===== config.mk =====
export PLATFORM = sky130hd
export DESIGN_NAME = ats21_cmd_arbiter_flat
export DESIGN_NICKNAME = d
export VERILOG_FILES = /design/src/rtl/ats21_cmd_arbiter_if.sv /design/src/rtl/ats21_cmd_arbiter.sv /design/src/flat_wrapper.sv
export SDC_FILE = /design/constraint.sdc
export NUM_CORES = 1
export LEC_CHECK = 0
export ABC_CLOCK_PERIOD_IN_PS = 3160
export BUFFER_PORTS_ARGS = -buffer_cell sky130_fd_sc_hd__buf_2
export CAP_MARGIN = 30
export CORE_MARGIN = 2
export CORE_UTILIZATION = 55
export DETAILED_ROUTE_END_ITERATION = 16
export PLACE_DENSITY = 0.76
export SYNTH_ARGS = -nofsm -noshare
export SYNTH_HDL_FRONTEND = slang
export SYNTH_SLANG_ARGS = --single-unit

===== constraint.sdc =====
create_clock -name clk -period 3.16 [get_ports clk]
set_input_delay 0.632 -clock clk [delete_from_list [all_inputs] [get_ports clk]]
set_output_delay 0.632 -clock clk [all_outputs]
set_load 0.1 [all_outputs]

===== src/rtl/ats21_cmd_arbiter_if.sv =====
// Command, response and ATS21-side signals of the two-client ATS21 command arbiter.
// The arbiter uses the slave modport; the client/ATS21 side uses master.
interface ats21_cmd_arbiter_if;
    logic        a_valid;
    logic        a_ready;
    logic [15:0] a_ctrlA;
    logic [15:0] a_ctrlB;
    logic        b_valid;
    logic        b_ready;
    logic [15:0] b_ctrlA;
    logic [15:0] b_ctrlB;

    logic        a_rsp_valid;
    logic [1:0]  a_rsp_stat;
    logic [23:0] a_rsp_data;
    logic        a_rsp_timeout;
    logic        b_rsp_valid;
    logic [1:0]  b_rsp_stat;
    logic [23:0] b_rsp_data;
    logic        b_rsp_timeout;

    logic        ats_req;
    logic [15:0] ats_ctrlA;
    logic [15:0] ats_ctrlB;
    logic        ats_ready;
    logic [1:0]  ats_stat;
    logic [23:0] ats_data;
    logic        busy;

    modport slave (
        input  a_valid, a_ctrlA, a_ctrlB, b_valid, b_ctrlA, b_ctrlB,
        input  ats_ready, ats_stat, ats_data,
        output a_ready, b_ready,
        output a_rsp_valid, a_rsp_stat, a_rsp_data, a_rsp_timeout,
        output b_rsp_valid, b_rsp_stat, b_rsp_data, b_rsp_timeout,
        output ats_req, ats_ctrlA, ats_ctrlB, busy
    );

    modport master (
        output a_valid, a_ctrlA, a_ctrlB, b_valid, b_ctrlA, b_ctrlB,
        output ats_ready, ats_stat, ats_data,
        input  a_ready, b_ready,
        input  a_rsp_valid, a_rsp_stat, a_rsp_data, a_rsp_timeout,
        input  b_rsp_valid, b_rsp_stat, b_rsp_data, b_rsp_timeout,
        input  ats_req, ats_ctrlA, ats_ctrlB, busy
    );
endinterface


===== src/rtl/ats21_cmd_arbiter.sv =====
// Two-client round-robin front end for the ATS21 command port: per-client FIFOs,
// one outstanding ATS21 handshake at a time, and a watchdog that turns a missing ready into a timeout.
module ats21_cmd_arbiter #(
    parameter int unsigned FIFO_DEPTH     = 4,
    parameter int unsigned TIMEOUT_CYCLES = 64
) (
    input logic                clk,
    input logic                reset,
    ats21_cmd_arbiter_if.slave bus
);
    localparam int unsigned   AW       = $clog2(FIFO_DEPTH);
    localparam logic [AW:0]   PTR_ONE  = 1;
    localparam logic [7:0]    CNT_LAST = 8'(TIMEOUT_CYCLES - 1);

    typedef enum logic [1:0] {IDLE, ISSUE, WAIT, RESP} state_t;

    logic [1:0]  in_valid;
    logic [31:0] in_cmd [2];
    logic [1:0]  full;
    logic [1:0]  empty;
    logic [1:0]  push;
    logic [1:0]  pop;
    logic [31:0] head [2];

    assign in_valid  = {bus.b_valid, bus.a_valid};
    assign in_cmd[0] = {bus.a_ctrlA, bus.a_ctrlB};
    assign in_cmd[1] = {bus.b_ctrlA, bus.b_ctrlB};

    // Index 0 is client A, index 1 is client B throughout.
    for (genvar g = 0; g < 2; g++) begin : g_fifo
        logic [AW:0] wr_q;
        logic [AW:0] rd_q;
        logic [31:0] mem_q [FIFO_DEPTH];

        assign full[g]  = (wr_q[AW] != rd_q[AW]) && (wr_q[AW-1:0] == rd_q[AW-1:0]);
        assign empty[g] = (wr_q == rd_q);
        assign push[g]  = in_valid[g] && !full[g];
        assign head[g]  = mem_q[rd_q[AW-1:0]];

        always_ff @(posedge clk or negedge reset) begin
            if (!reset) begin
                wr_q <= '0;
                rd_q <= '0;
            end else begin
                if (push[g]) wr_q <= wr_q + PTR_ONE;
                if (pop[g])  rd_q <= rd_q + PTR_ONE;
            end
        end

        always_ff @(posedge clk) begin
            if (push[g]) mem_q[wr_q[AW-1:0]] <= in_cmd[g];
        end
    end

    state_t      state_q, state_d;
    logic        grant_q, grant_d;
    logic [31:0] cmd_q, cmd_d;
    logic [7:0]  cnt_q, cnt_d;
    logic        cap;
    logic [1:0]  cap_stat;
    logic [23:0] cap_data;
    logic        cap_tmo;
    logic [1:0]  a_stat_q, b_stat_q;
    logic [23:0] a_data_q, b_data_q;
    logic        a_tmo_q, b_tmo_q;

    // grant_q doubles as last_grant: it keeps the previous winner while IDLE.
    always_comb begin
        state_d  = state_q;
        grant_d  = grant_q;
        cmd_d    = cmd_q;
        cnt_d    = cnt_q;
        pop      = '0;
        cap      = 1'b0;
        cap_stat = '0;
        cap_data = '0;
        cap_tmo  = 1'b0;
        case (state_q)
            IDLE: begin
                if (!empty[0] && (empty[1] || grant_q)) begin
                    grant_d = 1'b0;
                    pop[0]  = 1'b1;
                    cmd_d   = head[0];
                    state_d = ISSUE;
                end else if (!empty[1]) begin
                    grant_d = 1'b1;
                    pop[1]  = 1'b1;
                    cmd_d   = head[1];
                    state_d = ISSUE;
                end
            end
            ISSUE: begin
                cnt_d   = '0;
                state_d = WAIT;
            end
            WAIT: begin
                if (bus.ats_ready) begin
                    cap      = 1'b1;
                    cap_stat = bus.ats_stat;
                    cap_data = bus.ats_data;
                    state_d  = RESP;
                end else if (cnt_q == CNT_LAST) begin
                    cap     = 1'b1;
                    cap_tmo = 1'b1;
                    state_d = RESP;
                end else begin
                    cnt_d = cnt_q + 8'd1;
                end
            end
            RESP:    state_d = IDLE;
            default: state_d = IDLE;
        endcase
    end

    always_ff @(posedge clk or negedge reset) begin
        if (!reset) begin
            state_q  <= IDLE;
            grant_q  <= 1'b1;
            cmd_q    <= '0;
            cnt_q    <= '0;
            a_stat_q <= '0;
            a_data_q <= '0;
            a_tmo_q  <= 1'b0;
            b_stat_q <= '0;
            b_data_q <= '0;
            b_tmo_q  <= 1'b0;
        end else begin
            state_q <= state_d;
            grant_q <= grant_d;
            cmd_q   <= cmd_d;
            cnt_q   <= cnt_d;
            if (cap && !grant_q) begin
                a_stat_q <= cap_stat;
                a_data_q <= cap_data;
                a_tmo_q  <= cap_tmo;
            end
            if (cap && grant_q) begin
                b_stat_q <= cap_stat;
                b_data_q <= cap_data;
                b_tmo_q  <= cap_tmo;
            end
        end
    end

    assign bus.a_ready       = !full[0];
    assign bus.b_ready       = !full[1];
    assign bus.ats_req       = (state_q == ISSUE);
    assign bus.ats_ctrlA     = cmd_q[31:16];
    assign bus.ats_ctrlB     = cmd_q[15:0];
    assign bus.busy          = (state_q != IDLE);
    assign bus.a_rsp_valid   = (state_q == RESP) && !grant_q;
    assign bus.b_rsp_valid   = (state_q == RESP) && grant_q;
    assign bus.a_rsp_stat    = a_stat_q;
    assign bus.a_rsp_data    = a_data_q;
    assign bus.a_rsp_timeout = a_tmo_q;
    assign bus.b_rsp_stat    = b_stat_q;
    assign bus.b_rsp_data    = b_data_q;
    assign bus.b_rsp_timeout = b_tmo_q;
endmodule


===== src/flat_wrapper.sv =====
// flat-port wrapper written by rule: the top's interface ports become plain ports
module ats21_cmd_arbiter_flat 
#(
    parameter int unsigned FIFO_DEPTH     = 4,
    parameter int unsigned TIMEOUT_CYCLES = 64
)
  (clk, reset, bus_a_valid, bus_a_ctrlA, bus_a_ctrlB, bus_b_valid, bus_b_ctrlA, bus_b_ctrlB, bus_ats_ready, bus_ats_stat, bus_ats_data, bus_a_ready, bus_b_ready, bus_a_rsp_valid, bus_a_rsp_stat, bus_a_rsp_data, bus_a_rsp_timeout, bus_b_rsp_valid, bus_b_rsp_stat, bus_b_rsp_data, bus_b_rsp_timeout, bus_ats_req, bus_ats_ctrlA, bus_ats_ctrlB, bus_busy);
  ats21_cmd_arbiter_if bus_i ();
  input logic clk;
  input logic reset;
  input wire logic [$bits(bus_i.a_valid)-1:0] bus_a_valid;
  input wire logic [$bits(bus_i.a_ctrlA)-1:0] bus_a_ctrlA;
  input wire logic [$bits(bus_i.a_ctrlB)-1:0] bus_a_ctrlB;
  input wire logic [$bits(bus_i.b_valid)-1:0] bus_b_valid;
  input wire logic [$bits(bus_i.b_ctrlA)-1:0] bus_b_ctrlA;
  input wire logic [$bits(bus_i.b_ctrlB)-1:0] bus_b_ctrlB;
  input wire logic [$bits(bus_i.ats_ready)-1:0] bus_ats_ready;
  input wire logic [$bits(bus_i.ats_stat)-1:0] bus_ats_stat;
  input wire logic [$bits(bus_i.ats_data)-1:0] bus_ats_data;
  output wire logic [$bits(bus_i.a_ready)-1:0] bus_a_ready;
  output wire logic [$bits(bus_i.b_ready)-1:0] bus_b_ready;
  output wire logic [$bits(bus_i.a_rsp_valid)-1:0] bus_a_rsp_valid;
  output wire logic [$bits(bus_i.a_rsp_stat)-1:0] bus_a_rsp_stat;
  output wire logic [$bits(bus_i.a_rsp_data)-1:0] bus_a_rsp_data;
  output wire logic [$bits(bus_i.a_rsp_timeout)-1:0] bus_a_rsp_timeout;
  output wire logic [$bits(bus_i.b_rsp_valid)-1:0] bus_b_rsp_valid;
  output wire logic [$bits(bus_i.b_rsp_stat)-1:0] bus_b_rsp_stat;
  output wire logic [$bits(bus_i.b_rsp_data)-1:0] bus_b_rsp_data;
  output wire logic [$bits(bus_i.b_rsp_timeout)-1:0] bus_b_rsp_timeout;
  output wire logic [$bits(bus_i.ats_req)-1:0] bus_ats_req;
  output wire logic [$bits(bus_i.ats_ctrlA)-1:0] bus_ats_ctrlA;
  output wire logic [$bits(bus_i.ats_ctrlB)-1:0] bus_ats_ctrlB;
  output wire logic [$bits(bus_i.busy)-1:0] bus_busy;
  assign bus_i.a_valid = bus_a_valid;
  assign bus_i.a_ctrlA = bus_a_ctrlA;
  assign bus_i.a_ctrlB = bus_a_ctrlB;
  assign bus_i.b_valid = bus_b_valid;
  assign bus_i.b_ctrlA = bus_b_ctrlA;
  assign bus_i.b_ctrlB = bus_b_ctrlB;
  assign bus_i.ats_ready = bus_ats_ready;
  assign bus_i.ats_stat = bus_ats_stat;
  assign bus_i.ats_data = bus_ats_data;
  assign bus_a_ready = bus_i.a_ready;
  assign bus_b_ready = bus_i.b_ready;
  assign bus_a_rsp_valid = bus_i.a_rsp_valid;
  assign bus_a_rsp_stat = bus_i.a_rsp_stat;
  assign bus_a_rsp_data = bus_i.a_rsp_data;
  assign bus_a_rsp_timeout = bus_i.a_rsp_timeout;
  assign bus_b_rsp_valid = bus_i.b_rsp_valid;
  assign bus_b_rsp_stat = bus_i.b_rsp_stat;
  assign bus_b_rsp_data = bus_i.b_rsp_data;
  assign bus_b_rsp_timeout = bus_i.b_rsp_timeout;
  assign bus_ats_req = bus_i.ats_req;
  assign bus_ats_ctrlA = bus_i.ats_ctrlA;
  assign bus_ats_ctrlB = bus_i.ats_ctrlB;
  assign bus_busy = bus_i.busy;
  ats21_cmd_arbiter #(.FIFO_DEPTH(FIFO_DEPTH), .TIMEOUT_CYCLES(TIMEOUT_CYCLES)) u_core (.clk(clk), .reset(reset), .bus(bus_i));
endmodule

==> load_flow_metrics.sql <==
INSERT INTO impl_metrics (metric_group, metric, value, unit) VALUES
('clock_tree', 'clkSinkCount', '365', ''),
('synthesis', 'synth_largest_area_cell', 'edfxtp_1', ''),
('drt', 'routed_len_inst', '21.7', 'um'),
('synthesis', 'synthesis.area', '0.0153', 'sq mm'),
('global_route', 'number_of_global_route_vias_before_repair', '8326', ''),
('final_layout', 'layout.filler_cells', '1808', ''),
('synthesis', 'synth-async-reset-ratio', '29.9', '%'),
('global_route', 'globalRoute.totalOverflow', '0', ''),
('clock_tree', 'post_cts_resized', '0', ''),
('clock_tree', 'postCtsSetupRepairBufs', '0', ''),
('clock_tree', 'clk_root_buffer_cell', 'clkbuf_16', ''),
('timing', 'timing.final.crit_period', '2.83', 'ns'),
('worst_setup_path', 'worst-setup-path-type', 'reg -> out', ''),
('final_layout', 'final_net_count', '1119', ''),
('timing', 'finClkSkew', '0.0181', 'ns'),
('synthesis', 'seq_area_frac_synth', '68.2', '%'),
('global_route', 'grt_pass1_wl', '47.4', 'mm'),
('drt', 'dr.first_iter.drc_count', '679', ''),
('placed_design', 'number_of_input_and_output_port_buffers_inserted', '186', ''),
('synthesis', 'yosys_warnings', '0', ''),
('floorplanning', 'design.die.area', '0.0291', 'sq mm'),
('clock_tree', 'clk_pin_slew', '0.06', 'ns'),
('drt', 'number_of_nets_with_antenna_violations_after_routing', '0', ''),
('job', 'maxCapViolations', '0', ''),
('worst_setup_path', 'endpoint_kind', 'output pin', ''),
('drt', 'num_vias', '8201', ''),
('placed_design', 'place_hpwl', '19.8', 'mm'),
('timing', 'rsz_0062_raised_after_global_routing', 'false', ''),
('final_layout', 'drive_above_1_share', '41.7', '%'),
('synthesis', 'synthFlopType', 'edfxtp_1', ''),
('hold_path', 'timing.hold.worst.class', 'in -> async', ''),
('worst_setup_path', 'critPathLaunchType', 'register', ''),
('timing', 'finalMaxSlewViolations', '0', ''),
('clock_tree', 'cts-buffers-inserted', '38', ''),
('timing', 'final-setup-viol-count', '0', ''),
('synthesis', 'syn_avg_cell_area', '18.8', 'sq um'),
('floorplanning', 'die_width', '171', 'um'),
('floorplanning', 'num_rows', '60', ''),
('synthesis', 'yosysTopAreaCellShare', '50.3', '%'),
('final_layout', 'syn_to_final_growth', '16.9', '%'),
('floorplanning', 'die-height', '171', 'um'),
('clock_tree', 'cts_max_path_buffers', '3', ''),
('synthesis', 'netlist_instances', '813', ''),
('timing', 'report.final.hold_viol_count', '0', ''),
('timing', 'slew-limit-headroom', '46.1', '%'),
('synthesis', 'mappedNetlistNets', '923', ''),
('floorplanning', 'ios', '187', ''),
('floorplanning', 'floorplan.core_area', '0.0271', 'sq mm'),
('floorplanning', 'floorplan.initialDensity', '56.3', '%'),
('synthesis', 'ys_types', '53', ''),
('worst_setup_path', 'arrival', '2.20', 'ns'),
('global_route', 'largest_net_degree_at_the_start_of_global_routing', '68', ''),
('timing', 'max_freq', '354', 'MHz'),
('clock_tree', 'clock_insertion_delay_at_the_later_pin_of_the_skew_report', '0.53', 'ns'),
('global_route', 'antenna_found_initial', '4', ''),
('clock_tree', 'clock_tree_from_tritoncts', 'done', ''),
('drt', 'vias_per_cell', '5.80', ''),
('synthesis', 'synth.area.top_cells', 'edfxtp_1 (50%), dfrtp_1 (18%), mux4_2 (9.4%), mux2_1 (3.0%), a221oi_2 (2.9%)', ''),
('timing', 'setup_tns', '0', 'ns'),
('synthesis', 'synth_enable_flop_cells', '256', ''),
('drt', 'drc', '0', ''),
('drt', 'detailedRoute.firstPassIterationCount', '5', ''),
('timing', 'timing.final.crit_share', '89.5', '%'),
('worst_setup_path', 'crit_fanout', '8', ''),
('drt', 'routed_wl', '30.7', 'mm'),
('clock_tree', 'hold_buffers', '0', ''),
('clock_tree', 'cts.htree.levels', '2', ''),
('timing', 'tightestPinTransition', '0.809', 'ns'),
('synthesis', 'synth.ff_latch_count', '365', ''),
('run_status', 'status', 'completed', ''),
('global_route', 'grt_usage', '21.4', '%'),
('worst_setup_path', 'worst-endpoint-required', '2.53', 'ns'),
('placed_design', 'place_congestion', '0.746', '');
[synth_stat cells (all sizes together), types with 6 or more instances]
library cell  instances
ha                   15
buf                  32
edfxtp              256
clkbuf               28
dfrtp               108
inv                  10
a221oi               32
and2                 11
a2bb2oi              32
xnor2                13
mux2                 55
and3                 28
nand2                 8
o31a                 33
xor2                  6
o21ai                36
mux4                 64
[cells by family after synthesis]
logic type / after synthesis / share of synthesized area (%)
flip-flops: 365 / 68.2
AO/OA/AOI/OAI: 151 / 10.1
adder cells (fa/ha/maj): 15 / 1.23
buffers and inverters: 71 / 2.46
multiplexers: 122 / 13.7
AND/OR/NAND/NOR: 70 / 2.91
XOR/XNOR: 19 / 1.34
[registers in the layout, summed over array words and instances, names as in the netlist]
| signal | count |
|---|---|
| u_core.bus.b_rsp_timeout | 1 |
| u_core.g_fifo.rd_q | 6 |
| u_core.cmd_q | 32 |
| u_core.bus.a_rsp_data | 24 |
| u_core.bus.b_rsp_stat | 2 |
| u_core.bus.a_rsp_stat | 2 |
| u_core.bus.a_rsp_timeout | 1 |
| u_core.state_q | 2 |
| u_core.bus.b_rsp_data | 24 |
| u_core.g_fifo.wr_q | 6 |
| u_core.g_fifo.mem_q | 256 |
| u_core.cnt_q | 8 |
| u_core.grant_q | 1 |
[layout by cell type, fill, tap and decap left out, drive strengths merged, types with 3 or more instances in the layout]
cell type | synthesis | routed
o31a | 33 | 33
mux2 | 55 | 55
ha | 15 | 15
mux4 | 64 | 64
nand2 | 8 | 8
clkbuf | 28 | 45
edfxtp | 256 | 256
buf | 32 | 216
nand3 | 5 | 5
clkinv | 1 | 17
and2 | 11 | 11
a21oi | 5 | 5
a221oi | 32 | 32
nor3 | 3 | 3
bufinv | 0 | 4
and3 | 28 | 28
a31oi | 5 | 5
o21ai | 36 | 36
dfrtp | 108 | 108
nor2 | 5 | 5
a2bb2oi | 32 | 32
inv | 10 | 13
mux2i | 3 | 3
diode | 0 | 4
xnor2 | 13 | 13
xor2 | 6 | 6
[per-layer routing]
metal / part of all wire, % / vias up / track usage (%)
li1: - / 3693 / -
met1: 42 / 4238 / 29.5
met2: 50 / 225 / 35.1
met3: 5.5 / 45 / 4.30
met4: 2.2 / 0 / 6.13
met5: 0 / - / 0
[worst paths after layout]
| kind | start | end | slack (ns) | cells past startpoint |
|---|---|---|---|---|
| max reg2reg | u_core.state_q[0] | u_core.cmd_q[2] | 0.61 | 6 |
| max | u_core.state_q[0] | bus_busy | 0.33 | 4 |
| min in group clk | bus_a_ctrlA[2] | u_core.g_fifo[0].mem_q[0][18] | 0.32 | 1 |
| min | reset | u_core.cmd_q[24] | 0.08 | 1 |
| max in group asynchronous | reset | u_core.bus.a_rsp_data[1] | 2.27 | 2 |
| min reg2reg | u_core.bus.a_rsp_data[12] | u_core.bus.a_rsp_data[12] | 0.48 | 1 |
[worst max-delay path, stage by stage, from the launching register on]
cell and delay, ns:
dfrtp_1 0.42, inv_1 0.11, ha_1 0.36, clkinv_1 0.38, buf_2 0.41
[final cells by class]
class	instances	area (sq um)	share of cell area (%)
diodes	4	10.0	0.0561
clock buffers	45	997	5.58
clock inverters	24	251	1.41
inverters	11	41.3	0.231
multi-input cells	377	4490	25.1
flip-flops and latches	365	10400	58.3
well taps	372	465	2.61
repair buffers	216	1190	6.64
[through the flow]
stage | cells | setup slack [ns] | utilization, % | hold slack [ns] | instance area [sq um]
2_1_floorplan | 813 | 0.484 | - | 0.336 | 15300
4_1_cts | 1410 | 0.310 | 65.9 | 0.0861 | 17800
3_5_place_dp | 1341 | 0.642 | 61.2 | 0.469 | 16600
3_3_place_gp | 1341 | 0.695 | 61.2 | 0.463 | 16600
6_report | 1414 | 0.332 | 65.9 | 0.0760 | 17900
5_1_grt | 1412 | 0.188 | 65.9 | 0.123 | 17900
Power is left out: the tool's default activity adds up to more than one toggle a clock period on the data nets, which glitch-free logic cannot reach.
